==> config.mk <==
export PLATFORM = sky130hd
export DESIGN_NAME = ex_mem_pipe_flat
export DESIGN_NICKNAME = d
export VERILOG_FILES = /design/src/rtl/ex_mem_if.sv /design/src/rtl/ex_mem_pipe.sv /design/src/flat_wrapper.sv
export SDC_FILE = /design/constraint.sdc
export NUM_CORES = 1
export LEC_CHECK = 0
export CORE_AREA = 2 2 195 197
export CTS_CLUSTER_SIZE = 30
export DETAILED_ROUTE_END_ITERATION = 12
export DIE_AREA = 0 0 197 199
export HOLD_SLACK_MARGIN = 0.1
export SETUP_SLACK_MARGIN = 0.05
export SYNTH_ARGS = -nofsm -noshare
export SYNTH_HDL_FRONTEND = slang
export SYNTH_SLANG_ARGS = --single-unit
==> constraint.sdc <==
create_clock -name clk -period 2.1 [get_ports clk]
set_input_delay 0.315 -clock clk [delete_from_list [all_inputs] [get_ports clk]]
set_output_delay 0.315 -clock clk [all_outputs]
set_load 0.02 [all_outputs]
==> src/rtl/ex_mem_if.sv <==
`timescale 1ns/1ps
`default_nettype none
// ============================================================================
// Module   : ex_mem_if
// Brief    : EX->MEM pipeline bus: stage control, EX fields, MEM fields and
//            the multi-cycle feedback path back into EX.
// Revision : 1.0
// ============================================================================
interface ex_mem_if #(
    parameter int DATA_W  = 32,
    parameter int ADDR_W  = 5,
    parameter int ALUOP_W = 8,
    parameter int CNT_W   = 2,
    parameter int PERF_W  = 16
);
    logic                  stall_ex;
    logic                  stall_mem;
    logic                  flush;

    logic                  ex_valid;
    logic [ADDR_W-1:0]     ex_wd;
    logic                  ex_wreg;
    logic [DATA_W-1:0]     ex_wdata;
    logic                  ex_whilo;
    logic [DATA_W-1:0]     ex_hi;
    logic [DATA_W-1:0]     ex_lo;
    logic [ALUOP_W-1:0]    ex_aluop;
    logic [DATA_W-1:0]     ex_mem_addr;
    logic [DATA_W-1:0]     ex_reg2;
    logic [2*DATA_W-1:0]   hilo_temp_i;
    logic [CNT_W-1:0]      cnt_i;

    logic                  mem_valid;
    logic [ADDR_W-1:0]     mem_wd;
    logic                  mem_wreg;
    logic [DATA_W-1:0]     mem_wdata;
    logic                  mem_whilo;
    logic [DATA_W-1:0]     mem_hi;
    logic [DATA_W-1:0]     mem_lo;
    logic [ALUOP_W-1:0]    mem_aluop;
    logic [DATA_W-1:0]     mem_mem_addr;
    logic [DATA_W-1:0]     mem_reg2;
    logic [2*DATA_W-1:0]   hilo_temp_o;
    logic [CNT_W-1:0]      cnt_o;
    logic [PERF_W-1:0]     bubble_cnt;

    modport master (
        output stall_ex, stall_mem, flush,
        output ex_valid, ex_wd, ex_wreg, ex_wdata, ex_whilo, ex_hi, ex_lo,
        output ex_aluop, ex_mem_addr, ex_reg2, hilo_temp_i, cnt_i,
        input  mem_valid, mem_wd, mem_wreg, mem_wdata, mem_whilo, mem_hi, mem_lo,
        input  mem_aluop, mem_mem_addr, mem_reg2, hilo_temp_o, cnt_o, bubble_cnt
    );

    modport slave (
        input  stall_ex, stall_mem, flush,
        input  ex_valid, ex_wd, ex_wreg, ex_wdata, ex_whilo, ex_hi, ex_lo,
        input  ex_aluop, ex_mem_addr, ex_reg2, hilo_temp_i, cnt_i,
        output mem_valid, mem_wd, mem_wreg, mem_wdata, mem_whilo, mem_hi, mem_lo,
        output mem_aluop, mem_mem_addr, mem_reg2, hilo_temp_o, cnt_o, bubble_cnt
    );
endinterface
`default_nettype wire

==> src/rtl/ex_mem_pipe.sv <==
`timescale 1ns/1ps
`default_nettype none
// ============================================================================
// Module   : ex_mem_pipe
// Brief    : EX->MEM pipeline register with stall/flush, multi-cycle feedback
//            hold and a saturating bubble counter.
// Revision : 1.0
// ============================================================================
module ex_mem_pipe #(
    parameter int DATA_W  = 32,
    parameter int ADDR_W  = 5,
    parameter int ALUOP_W = 8,
    parameter int CNT_W   = 2,
    parameter int PERF_W  = 16
) (
    input  wire logic clk,
    input  wire logic rst,
    ex_mem_if.slave   bus
);
    typedef struct packed {
        logic                valid;
        logic [ADDR_W-1:0]   wd;
        logic                wreg;
        logic [DATA_W-1:0]   wdata;
        logic                whilo;
        logic [DATA_W-1:0]   hi;
        logic [DATA_W-1:0]   lo;
        logic [ALUOP_W-1:0]  aluop;
        logic [DATA_W-1:0]   mem_addr;
        logic [DATA_W-1:0]   reg2;
    } stage_t;

    localparam logic [PERF_W-1:0] c_bub_max = '1;
    localparam logic [PERF_W-1:0] c_bub_one = {{(PERF_W-1){1'b0}}, 1'b1};

    stage_t                r_stage;
    stage_t                w_capture;
    logic [2*DATA_W-1:0]   r_hilo;
    logic [CNT_W-1:0]      r_cnt;
    logic [PERF_W-1:0]     r_bubble;

    // Write enables of an invalid EX slot must never reach MEM.
    always_comb begin
        w_capture          = '0;
        w_capture.valid    = bus.ex_valid;
        w_capture.wd       = bus.ex_wd;
        w_capture.wreg     = bus.ex_wreg & bus.ex_valid;
        w_capture.wdata    = bus.ex_wdata;
        w_capture.whilo    = bus.ex_whilo & bus.ex_valid;
        w_capture.hi       = bus.ex_hi;
        w_capture.lo       = bus.ex_lo;
        w_capture.aluop    = bus.ex_aluop;
        w_capture.mem_addr = bus.ex_mem_addr;
        w_capture.reg2     = bus.ex_reg2;
    end

    always_ff @(posedge clk or negedge rst) begin
        if (!rst) begin
            r_stage  <= '0;
            r_hilo   <= '0;
            r_cnt    <= '0;
            r_bubble <= '0;
        end else if (bus.flush) begin
            r_stage  <= '0;
            r_hilo   <= '0;
            r_cnt    <= '0;
        end else if (bus.stall_mem) begin
            // MEM blocked: everything holds, whatever EX claims.
            r_stage  <= r_stage;
        end else if (bus.stall_ex) begin
            r_stage  <= '0;
            r_hilo   <= bus.hilo_temp_i;
            r_cnt    <= bus.cnt_i;
            if (r_bubble != c_bub_max) begin
                r_bubble <= r_bubble + c_bub_one;
            end
        end else begin
            r_stage  <= w_capture;
            r_hilo   <= '0;
            r_cnt    <= '0;
        end
    end

    assign bus.mem_valid    = r_stage.valid;
    assign bus.mem_wd       = r_stage.wd;
    assign bus.mem_wreg     = r_stage.wreg;
    assign bus.mem_wdata    = r_stage.wdata;
    assign bus.mem_whilo    = r_stage.whilo;
    assign bus.mem_hi       = r_stage.hi;
    assign bus.mem_lo       = r_stage.lo;
    assign bus.mem_aluop    = r_stage.aluop;
    assign bus.mem_mem_addr = r_stage.mem_addr;
    assign bus.mem_reg2     = r_stage.reg2;
    assign bus.hilo_temp_o  = r_hilo;
    assign bus.cnt_o        = r_cnt;
    assign bus.bubble_cnt   = r_bubble;
endmodule
`default_nettype wire

==> src/flat_wrapper.sv <==
// flat-port wrapper written by rule: the top's interface ports become plain ports
module ex_mem_pipe_flat 
#(
    parameter int DATA_W  = 32,
    parameter int ADDR_W  = 5,
    parameter int ALUOP_W = 8,
    parameter int CNT_W   = 2,
    parameter int PERF_W  = 16
)
  (clk, rst, bus_stall_ex, bus_stall_mem, bus_flush, bus_ex_valid, bus_ex_wd, bus_ex_wreg, bus_ex_wdata, bus_ex_whilo, bus_ex_hi, bus_ex_lo, bus_ex_aluop, bus_ex_mem_addr, bus_ex_reg2, bus_hilo_temp_i, bus_cnt_i, bus_mem_valid, bus_mem_wd, bus_mem_wreg, bus_mem_wdata, bus_mem_whilo, bus_mem_hi, bus_mem_lo, bus_mem_aluop, bus_mem_mem_addr, bus_mem_reg2, bus_hilo_temp_o, bus_cnt_o, bus_bubble_cnt);
  ex_mem_if #(.DATA_W(DATA_W), .ADDR_W(ADDR_W), .ALUOP_W(ALUOP_W), .CNT_W(CNT_W), .PERF_W(PERF_W)) bus_i ();
  input  wire logic clk;
  input  wire logic rst;
  input wire logic [$bits(bus_i.stall_ex)-1:0] bus_stall_ex;
  input wire logic [$bits(bus_i.stall_mem)-1:0] bus_stall_mem;
  input wire logic [$bits(bus_i.flush)-1:0] bus_flush;
  input wire logic [$bits(bus_i.ex_valid)-1:0] bus_ex_valid;
  input wire logic [$bits(bus_i.ex_wd)-1:0] bus_ex_wd;
  input wire logic [$bits(bus_i.ex_wreg)-1:0] bus_ex_wreg;
  input wire logic [$bits(bus_i.ex_wdata)-1:0] bus_ex_wdata;
  input wire logic [$bits(bus_i.ex_whilo)-1:0] bus_ex_whilo;
  input wire logic [$bits(bus_i.ex_hi)-1:0] bus_ex_hi;
  input wire logic [$bits(bus_i.ex_lo)-1:0] bus_ex_lo;
  input wire logic [$bits(bus_i.ex_aluop)-1:0] bus_ex_aluop;
  input wire logic [$bits(bus_i.ex_mem_addr)-1:0] bus_ex_mem_addr;
  input wire logic [$bits(bus_i.ex_reg2)-1:0] bus_ex_reg2;
  input wire logic [$bits(bus_i.hilo_temp_i)-1:0] bus_hilo_temp_i;
  input wire logic [$bits(bus_i.cnt_i)-1:0] bus_cnt_i;
  output wire logic [$bits(bus_i.mem_valid)-1:0] bus_mem_valid;
  output wire logic [$bits(bus_i.mem_wd)-1:0] bus_mem_wd;
  output wire logic [$bits(bus_i.mem_wreg)-1:0] bus_mem_wreg;
  output wire logic [$bits(bus_i.mem_wdata)-1:0] bus_mem_wdata;
  output wire logic [$bits(bus_i.mem_whilo)-1:0] bus_mem_whilo;
  output wire logic [$bits(bus_i.mem_hi)-1:0] bus_mem_hi;
  output wire logic [$bits(bus_i.mem_lo)-1:0] bus_mem_lo;
  output wire logic [$bits(bus_i.mem_aluop)-1:0] bus_mem_aluop;
  output wire logic [$bits(bus_i.mem_mem_addr)-1:0] bus_mem_mem_addr;
  output wire logic [$bits(bus_i.mem_reg2)-1:0] bus_mem_reg2;
  output wire logic [$bits(bus_i.hilo_temp_o)-1:0] bus_hilo_temp_o;
  output wire logic [$bits(bus_i.cnt_o)-1:0] bus_cnt_o;
  output wire logic [$bits(bus_i.bubble_cnt)-1:0] bus_bubble_cnt;
  assign bus_i.stall_ex = bus_stall_ex;
  assign bus_i.stall_mem = bus_stall_mem;
  assign bus_i.flush = bus_flush;
  assign bus_i.ex_valid = bus_ex_valid;
  assign bus_i.ex_wd = bus_ex_wd;
  assign bus_i.ex_wreg = bus_ex_wreg;
  assign bus_i.ex_wdata = bus_ex_wdata;
  assign bus_i.ex_whilo = bus_ex_whilo;
  assign bus_i.ex_hi = bus_ex_hi;
  assign bus_i.ex_lo = bus_ex_lo;
  assign bus_i.ex_aluop = bus_ex_aluop;
  assign bus_i.ex_mem_addr = bus_ex_mem_addr;
  assign bus_i.ex_reg2 = bus_ex_reg2;
  assign bus_i.hilo_temp_i = bus_hilo_temp_i;
  assign bus_i.cnt_i = bus_cnt_i;
  assign bus_mem_valid = bus_i.mem_valid;
  assign bus_mem_wd = bus_i.mem_wd;
  assign bus_mem_wreg = bus_i.mem_wreg;
  assign bus_mem_wdata = bus_i.mem_wdata;
  assign bus_mem_whilo = bus_i.mem_whilo;
  assign bus_mem_hi = bus_i.mem_hi;
  assign bus_mem_lo = bus_i.mem_lo;
  assign bus_mem_aluop = bus_i.mem_aluop;
  assign bus_mem_mem_addr = bus_i.mem_mem_addr;
  assign bus_mem_reg2 = bus_i.mem_reg2;
  assign bus_hilo_temp_o = bus_i.hilo_temp_o;
  assign bus_cnt_o = bus_i.cnt_o;
  assign bus_bubble_cnt = bus_i.bubble_cnt;
  ex_mem_pipe #(.DATA_W(DATA_W), .ADDR_W(ADDR_W), .ALUOP_W(ALUOP_W), .CNT_W(CNT_W), .PERF_W(PERF_W)) u_core (.clk(clk), .rst(rst), .bus(bus_i));
endmodule
After elaboration in Yosys (flattened, before gate mapping)
Index checks and enable logic that the tools add are counted.

Bits in latches: 0. ROM bits: 0. Memories kept: 0. Bits in registers: 258. Word-level logic and storage cells: 30. Output and inout bits: 258. Bits in writable memories: 0.

$lt $le $gt $ge: 0. $add $sub $neg: 1. Eq/ne operators: 2. Div/mod/pow operators: 0. Multiplexer cells: 9. Bitwise operators: 4. Shift-type cells: 0. $mul: 0. Reductions and logical operators: 1.

Operator list (count): $mux 176 (3); $mux 64 (3); $add 16x1->16 const B (1); $ne 16x16->1 const B (1); $mux 2 (3); $reduce_and 4->1 (1); $and 1x1->1 (2); $ne 2x1->1 const B (1); $not 1->1 (2).

Longest topological paths before layout
Gate-level depths: netlist (run 1).

Depth in word-level cells: 4. Gate-level depth with buffers: 5. Mapped depth without buffers: 5.

Least setup slack after synthesis (run 1)
Ideal clock, no wire load.

Path type: reg2reg. From: reg u_core.r_bubble[0] (netlist: u_core.bus.bubble_cnt[0]). To: reg u_core.r_bubble[1] (netlist: u_core.bus.bubble_cnt[1]). Buffers on the path: 0. Period minus slack after synthesis: 1.968 ns. Setup slack: 0.132 ns. Arrival time: 1.843 ns. Stages on the path, launching flop included: 6. Setup time: 0.125 ns. Cell sequence: dfrtp_1 -> ha_1 -> and4_1 -> nand4_1 -> o21ai_0 -> mux2_2.

Word-level cells in the longest chain between the ends: 2. Elaborated cells on any way between the ends: 3. Those cells by class: 1 x add/sub; 1 x eq/ne; 1 x reduce/logical.

Ends and longest elaborated chain: start: declaration (line ex_mem_pipe.sv:40) `logic [PERF_W-1:0] r_bubble;`; start signal: assignment (line ex_mem_pipe.sv:75) `r_bubble <= r_bubble + c_bub_one;`; parallel branches: the longest is 2 deep, another holds $add 16x1->16.

Parallel ways; which one is timed is not known. A chain may end at the register's enable or synchronous reset.

Final worst setup path (run 1)
From: reg u_core.r_bubble[13] (netlist: u_core.bus.bubble_cnt[13]). To: out bus_bubble_cnt[13].

RTL lines: end: declaration (line flat_wrapper.sv:41) `output wire logic [$bits(bus_i.bubble_cnt)-1:0] bus_bubble_cnt;`.

No word-level cell between the ends.

==> results of run 1 <==
how the worst max path moves through the flow:
stage	from	end	depth (start not counted)
after floorplan	u_core.bus.bubble_cnt[0]$_DFFE_PN0P_	u_core.bus.bubble_cnt[1]$_DFFE_PN0P_	5
after global placement	bus_stall_ex	u_core.bus.bubble_cnt[14]$_DFFE_PN0P_	7
after detailed placement	bus_stall_ex	u_core.bus.bubble_cnt[15]$_DFFE_PN0P_	5
after CTS	u_core.bus.bubble_cnt[2]$_DFFE_PN0P_	bus_bubble_cnt[2]	1
after global routing	u_core.bus.bubble_cnt[2]$_DFFE_PN0P_	bus_bubble_cnt[2]	1
final	u_core.bus.bubble_cnt[13]$_DFFE_PN0P_	bus_bubble_cnt[13]	1
sequential cells by signal, indices dropped and copies added (netlist names), 2 cells and up:
| signal | cells |
|---|---|
| u_core.bus.bubble_cnt | 16 |
| u_core.bus.mem_reg2 | 32 |
| u_core.bus.hilo_temp_o | 64 |
| u_core.bus.mem_lo | 32 |
| u_core.bus.mem_aluop | 8 |
| u_core.bus.cnt_o | 2 |
| u_core.bus.mem_wd | 5 |
| u_core.bus.mem_mem_addr | 32 |
| u_core.bus.mem_wdata | 32 |
| u_core.bus.mem_hi | 32 |
what timing repair did:
action / in CTS / in global routing
endpoints found under the hold margin: 59 / 0
resized for setup: 0 / 0
hold buffers: 1 / 0
routing by layer:
metal	vias to the layer above	track usage	part of all wire	wire length, um
met5	-	0	0	0
met2	322	0.266	0.48	15800
met4	0	0.0407	0.018	575
li1	3437	-	-	-
met3	36	0.0490	0.083	2710
met1	3791	0.196	0.41	13500
kinds of logic after synthesis:
group           Yosys count
compound gates          255
xor+xnor                 13
fa+ha+maj                 1
buf+inv                  54
flops                   258
mux                       2
simple gates             29
area by class of cell:
| type | count | area (um^2) | share of cell area |
|---|---|---|---|
| timing repair buffer | 557 | 5650 | 0.349 |
| multi-input combinational | 300 | 2550 | 0.158 |
| tap | 474 | 593 | 0.0367 |
| clock buffer | 43 | 858 | 0.0531 |
| sequential | 258 | 6460 | 0.399 |
| clock inverter | 11 | 61.3 | 0.00379 |
power by group:
part	total (mW)	leakage (nW)	switching, mW	internal, mW
logic	1.86	3.14	0.830	1.03
clock network	4.84	0.462	2.02	2.82
registers	5.36	3.52	0.169	5.19
worst register-to-register path: stages, from the launching register on:
cell and delay, ns:
dfrtp_1 0.40, ha_1 0.19, and4_1 0.25, nand4_1 0.15, o21ai_0 0.34, mux2_2 0.38
synth_stat cells, drive strengths merged:
cell,count,area (um^2)
buf,4,16.3
and2,2,12.5
nor2,2,7.51
a22o,240,2100
ha,1,12.5
nand2,4,15.0
nor4,2,27.5
xnor2,13,114
a21oi,1,5.00
a32o,2,20.0
a21boi,1,7.51
o2111ai,1,8.76
dfrtp,258,6460
a31oi,1,6.26
mux2,2,22.5
nor3b,1,7.51
clkbuf,50,188
and4,2,17.5
o211ai,3,22.5
o21ai,6,30.0
and3,1,6.26
nand3,5,25.0
nor2b,1,6.26
nand4,5,31.3
nor3,3,15.0
or3b,1,8.76
==> impl_metrics.tcl, run 1 <==
set metrics [dict create \
    status "complete, no violations" \
    setup_ws_ns 0.119 \
    fillers 3453 \
    hold_slack_ns 0.344 \
    syn_nets 860 \
    nNetsFinal 1394 \
    worstPathCellList "clkdlybuf4s50_1" \
    reg2reg_depth 5 \
    clock-sinks 258 \
    pre_cts_slack_ns -0.0417 \
    period_share 0.943 \
    root_buffer "clkbuf_16" \
    wl_per_cell_um 19.8 \
    setup_violations 0 \
    dr.pass1.iters 4 \
    synth_cells 612 \
    drc 0 \
    ys_seq_elements 258 \
    initial_core_util 0.248 \
    grt_pass1_vias 7981 \
    num_vias 7586 \
    drive_gt1_frac 0.0907 \
    core_mm2 0.0371 \
    die_x_um 197 \
    ios 505 \
    antenna_found_initial 0 \
    grt_usage 0.158 \
    fmax_mhz 505 \
    path_max_fanout 7 \
    insertion_delay_ns 0.55 \
    grt_overflow 0 \
    die-area_mm2 0.0392 \
    cts_tree "built" \
    syn_to_final_growth_pct 75.9 \
    synth_area_per_cell_um2 15.0 \
    crit_arrival_ns 1.67 \
    yosysSeqAreaShare 0.702 \
    synth_top_family_by_area "compound AO/OA/AOI/OAI gates" \
    layout_commonest_cell "clkdlybuf4s50_1" \
    synth_mux_area_frac 0.00245 \
    crit_buf_inv 1 \
    start_kind "register" \
    post-cts-setup-buffers 0 \
    slew_violations 0 \
    fin_skew_ns 0.0142 \
    cp_slowest_cell "clkdlybuf4s50_1" \
    leakagePower_nw 7.12 \
    final_cell_mix "503 x clkdlybuf4s50_1, 258 x dfrtp_1, 240 x a22o_1" \
    rr_endpoint "u_core.bus.bubble_cnt[1]$_DFFE_PN0P_" \
    synth-simple-area-share 0.0196 \
    place_area_mm2 0.0152 \
    diodes 0 \
    port_buffers 504 \
    cap_violations 0 \
    hold_viol_final 0 \
    synth-xor-area-share 0.0124 \
    numPlacedInstances 1588 \
    place.detailed.hpwl_mm 24.3 \
    die_y_um 199 \
    ir_worst_vdd_uv 549 \
    yosys_warnings 0 \
    max_stage_delay_ns 0.66 \
    synth_compound_area_frac 0.240 \
    fin_cells 1643 \
    yosysUniqueCellTypes 29 \
    numCtsBuffers 29 \
    hold_class "in -> async" \
    clock_path_buffers 3 \
    powerDensity_mw_per_mm2 746 \
    setup_tns_ns 0 \
    worstSetupPathType "reg -> out" \
    cts.htree.levels 1 \
    tightest_slew_ns 0.612 \
    grt_pass1_wl_mm 48.4 \
    timing.rr.start "u_core.bus.bubble_cnt[0]$_DFFE_PN0P_" \
    rows 71 \
    vias_per_cell 4.62 \
    cp-end-kind "primary output" \
    drt_iter0_markers 260 \
    crit_family "buffers and inverters" \
    synth_area_mm2 0.00919 \
    gp_congestion 0.771 \
    rsz0062_at_grt "no" \
    p_total_mw 12.1 \
    wl_mm 32.5 \
    slew_headroom 0.592 \
    r2r_slack_ns 0.27 \
    period_minus_slack_ns 1.98 \
    utilization 0.435 \
    critPathRequiredTime_ns 1.78 \
    grt_max_degree 72 \
    clk_pin_slew_ns 0.06 \
    design_area_mm2 0.0162 \
    yosys.area_share.adder 0.00136 \
    ant_nets 0 \
]
No activity file was read; power rests on OpenSTA's default activity.
==> run 2: changes to the inputs <==
--- a/config.mk
+++ b/config.mk
@@ -5,10 +5,10 @@
 export SDC_FILE = /design/constraint.sdc
 export NUM_CORES = 1
 export LEC_CHECK = 0
-export CORE_AREA = 2 2 195 197
+export CORE_AREA = 2 2 198 200
 export CTS_CLUSTER_SIZE = 30
 export DETAILED_ROUTE_END_ITERATION = 12
-export DIE_AREA = 0 0 197 199
+export DIE_AREA = 0 0 200 202
 export HOLD_SLACK_MARGIN = 0.1
 export SETUP_SLACK_MARGIN = 0.05
 export SYNTH_ARGS = -nofsm -noshare
==> impl_metrics.tcl, run 2 (synthesis gave the netlist of run 1 again) <==
set metrics [dict create \
    die-area_mm2 0.0404 \
    cts.htree.levels 1 \
    antenna_found_initial 1 \
    clock-sinks 258 \
    port_buffers 504 \
    utilization 0.422 \
    ant_nets 0 \
    setup_ws_ns 0.129 \
    place_area_mm2 0.0152 \
    critPathRequiredTime_ns 1.78 \
    rows 72 \
    vias_per_cell 4.51 \
    crit_family "buffers and inverters" \
    hold_class "in -> async" \
    tightest_slew_ns 0.411 \
    rsz0062_at_grt "no" \
    grt_usage 0.152 \
    insertion_delay_ns 0.54 \
    clock_path_buffers 3 \
    drc 0 \
    hold_slack_ns 0.237 \
    setup_tns_ns 0 \
    setup_violations 0 \
    hold_viol_final 0 \
    drt_iter0_markers 361 \
    die_y_um 202 \
    core_mm2 0.0383 \
    dr.pass1.iters 4 \
    crit_arrival_ns 1.66 \
    leakagePower_nw 7.09 \
    gp_congestion 0.797 \
    nNetsFinal 1389 \
    syn_to_final_growth_pct 75.6 \
    worstSetupPathType "reg -> out" \
    max_stage_delay_ns 0.65 \
    wl_per_cell_um 19.0 \
    initial_core_util 0.240 \
    fillers 3591 \
    ir_worst_vdd_uv 458 \
    final_cell_mix "502 x clkdlybuf4s50_1, 258 x dfrtp_1, 240 x a22o_1" \
    die_x_um 200 \
    num_vias 7584 \
    cts_tree "built" \
    clk_pin_slew_ns 0.06 \
    worstPathCellList "clkdlybuf4s50_1" \
    crit_buf_inv 1 \
    cp_slowest_cell "clkdlybuf4s50_1" \
    layout.area.seq_mm2 0.00646 \
    grt_overflow 0 \
    powerDensity_mw_per_mm2 746 \
    start_kind "register" \
    pre_cts_slack_ns -0.0414 \
    place.detailed.hpwl_mm 23.4 \
    cap_violations 0 \
    numPlacedInstances 1627 \
    largest_register_ffs 64 \
    numCtsBuffers 29 \
    fin_skew_ns 0.00732 \
    ios 505 \
    grt_pass1_wl_mm 47.7 \
    p_total_mw 12.0 \
    post-cts-setup-buffers 0 \
    path_max_fanout 7 \
    design_area_mm2 0.0161 \
    cp-end-kind "primary output" \
    fin_cells 1683 \
    layout_commonest_cell "clkdlybuf4s50_1" \
    slew_headroom 0.726 \
    wl_mm 32.0 \
    period_share 0.939 \
    slew_violations 0 \
    fmax_mhz 507 \
    grt_max_degree 73 \
    status "complete, no violations" \
    root_buffer "clkbuf_16" \
    grt_pass1_vias 8021 \
    period_minus_slack_ns 1.97 \
    multi_input_area_mm2 0.00255 \
    drive_gt1_frac 0.0868 \
]
[run 2: cell count changes in the layout (fill, tap and decap cells not counted), sizes merged]
cell           delta
buf               -5
clkdlybuf4s50     -1
diode             +1
dlymetal6s2s      +1
[run 2: repair_timing]
action / CTS / global route
hold buffers: 1 / 0
endpoints found under the hold margin: 230 / 0
endpoints found under the setup margin: 0 / 1
resized for setup: 0 / 1
[run 2: per-layer routing]
metal	vias to the layer above	track usage	share of wire
met5	-	0	0
met3	50	0.0477	0.096
met1	3754	0.186	0.40
met4	0	0.0471	0.023
li1	3435	-	-
met2	345	0.253	0.48
[run 2: final timing paths]
path / from / to / slack (ns) / cells past startpoint
max in group asynchronous: rst / u_core.bus.mem_wreg$_DFFE_PN0P_ / 1.11 / 3
hold reg to reg: u_core.bus.bubble_cnt[11]$_DFFE_PN0P_ / u_core.bus.bubble_cnt[11]$_DFFE_PN0P_ / 0.50 / 1
setup reg to reg: u_core.bus.bubble_cnt[0]$_DFFE_PN0P_ / u_core.bus.bubble_cnt[1]$_DFFE_PN0P_ / 0.26 / 5
setup / recovery: u_core.bus.bubble_cnt[13]$_DFFE_PN0P_ / bus_bubble_cnt[13] / 0.13 / 1
min in group clk: bus_ex_hi[4] / u_core.bus.mem_hi[4]$_DFFE_PN0P_ / 0.36 / 2
hold / removal: rst / u_core.bus.hilo_temp_o[15]$_DFFE_PN0P_ / 0.24 / 2
[run 2: layout make-up]
cell class,instances,share of cell area
antenna,1,0.000155
timing repair buffer,552,0.345
clock buffer,43,0.0532
sequential,258,0.400
tap,518,0.0402
clock inverter,11,0.00380
multi-input combinational,300,0.158
[run 2: power breakdown]
| part | switching (mW) | internal (mW) | total (mW) |
|---|---|---|---|
| combinational | 0.816 | 1.01 | 1.83 |
| sequential | 0.169 | 5.19 | 5.36 |
| clock | 2.03 | 2.82 | 4.85 |
| total | 3.02 | 9.02 | 12.0 |
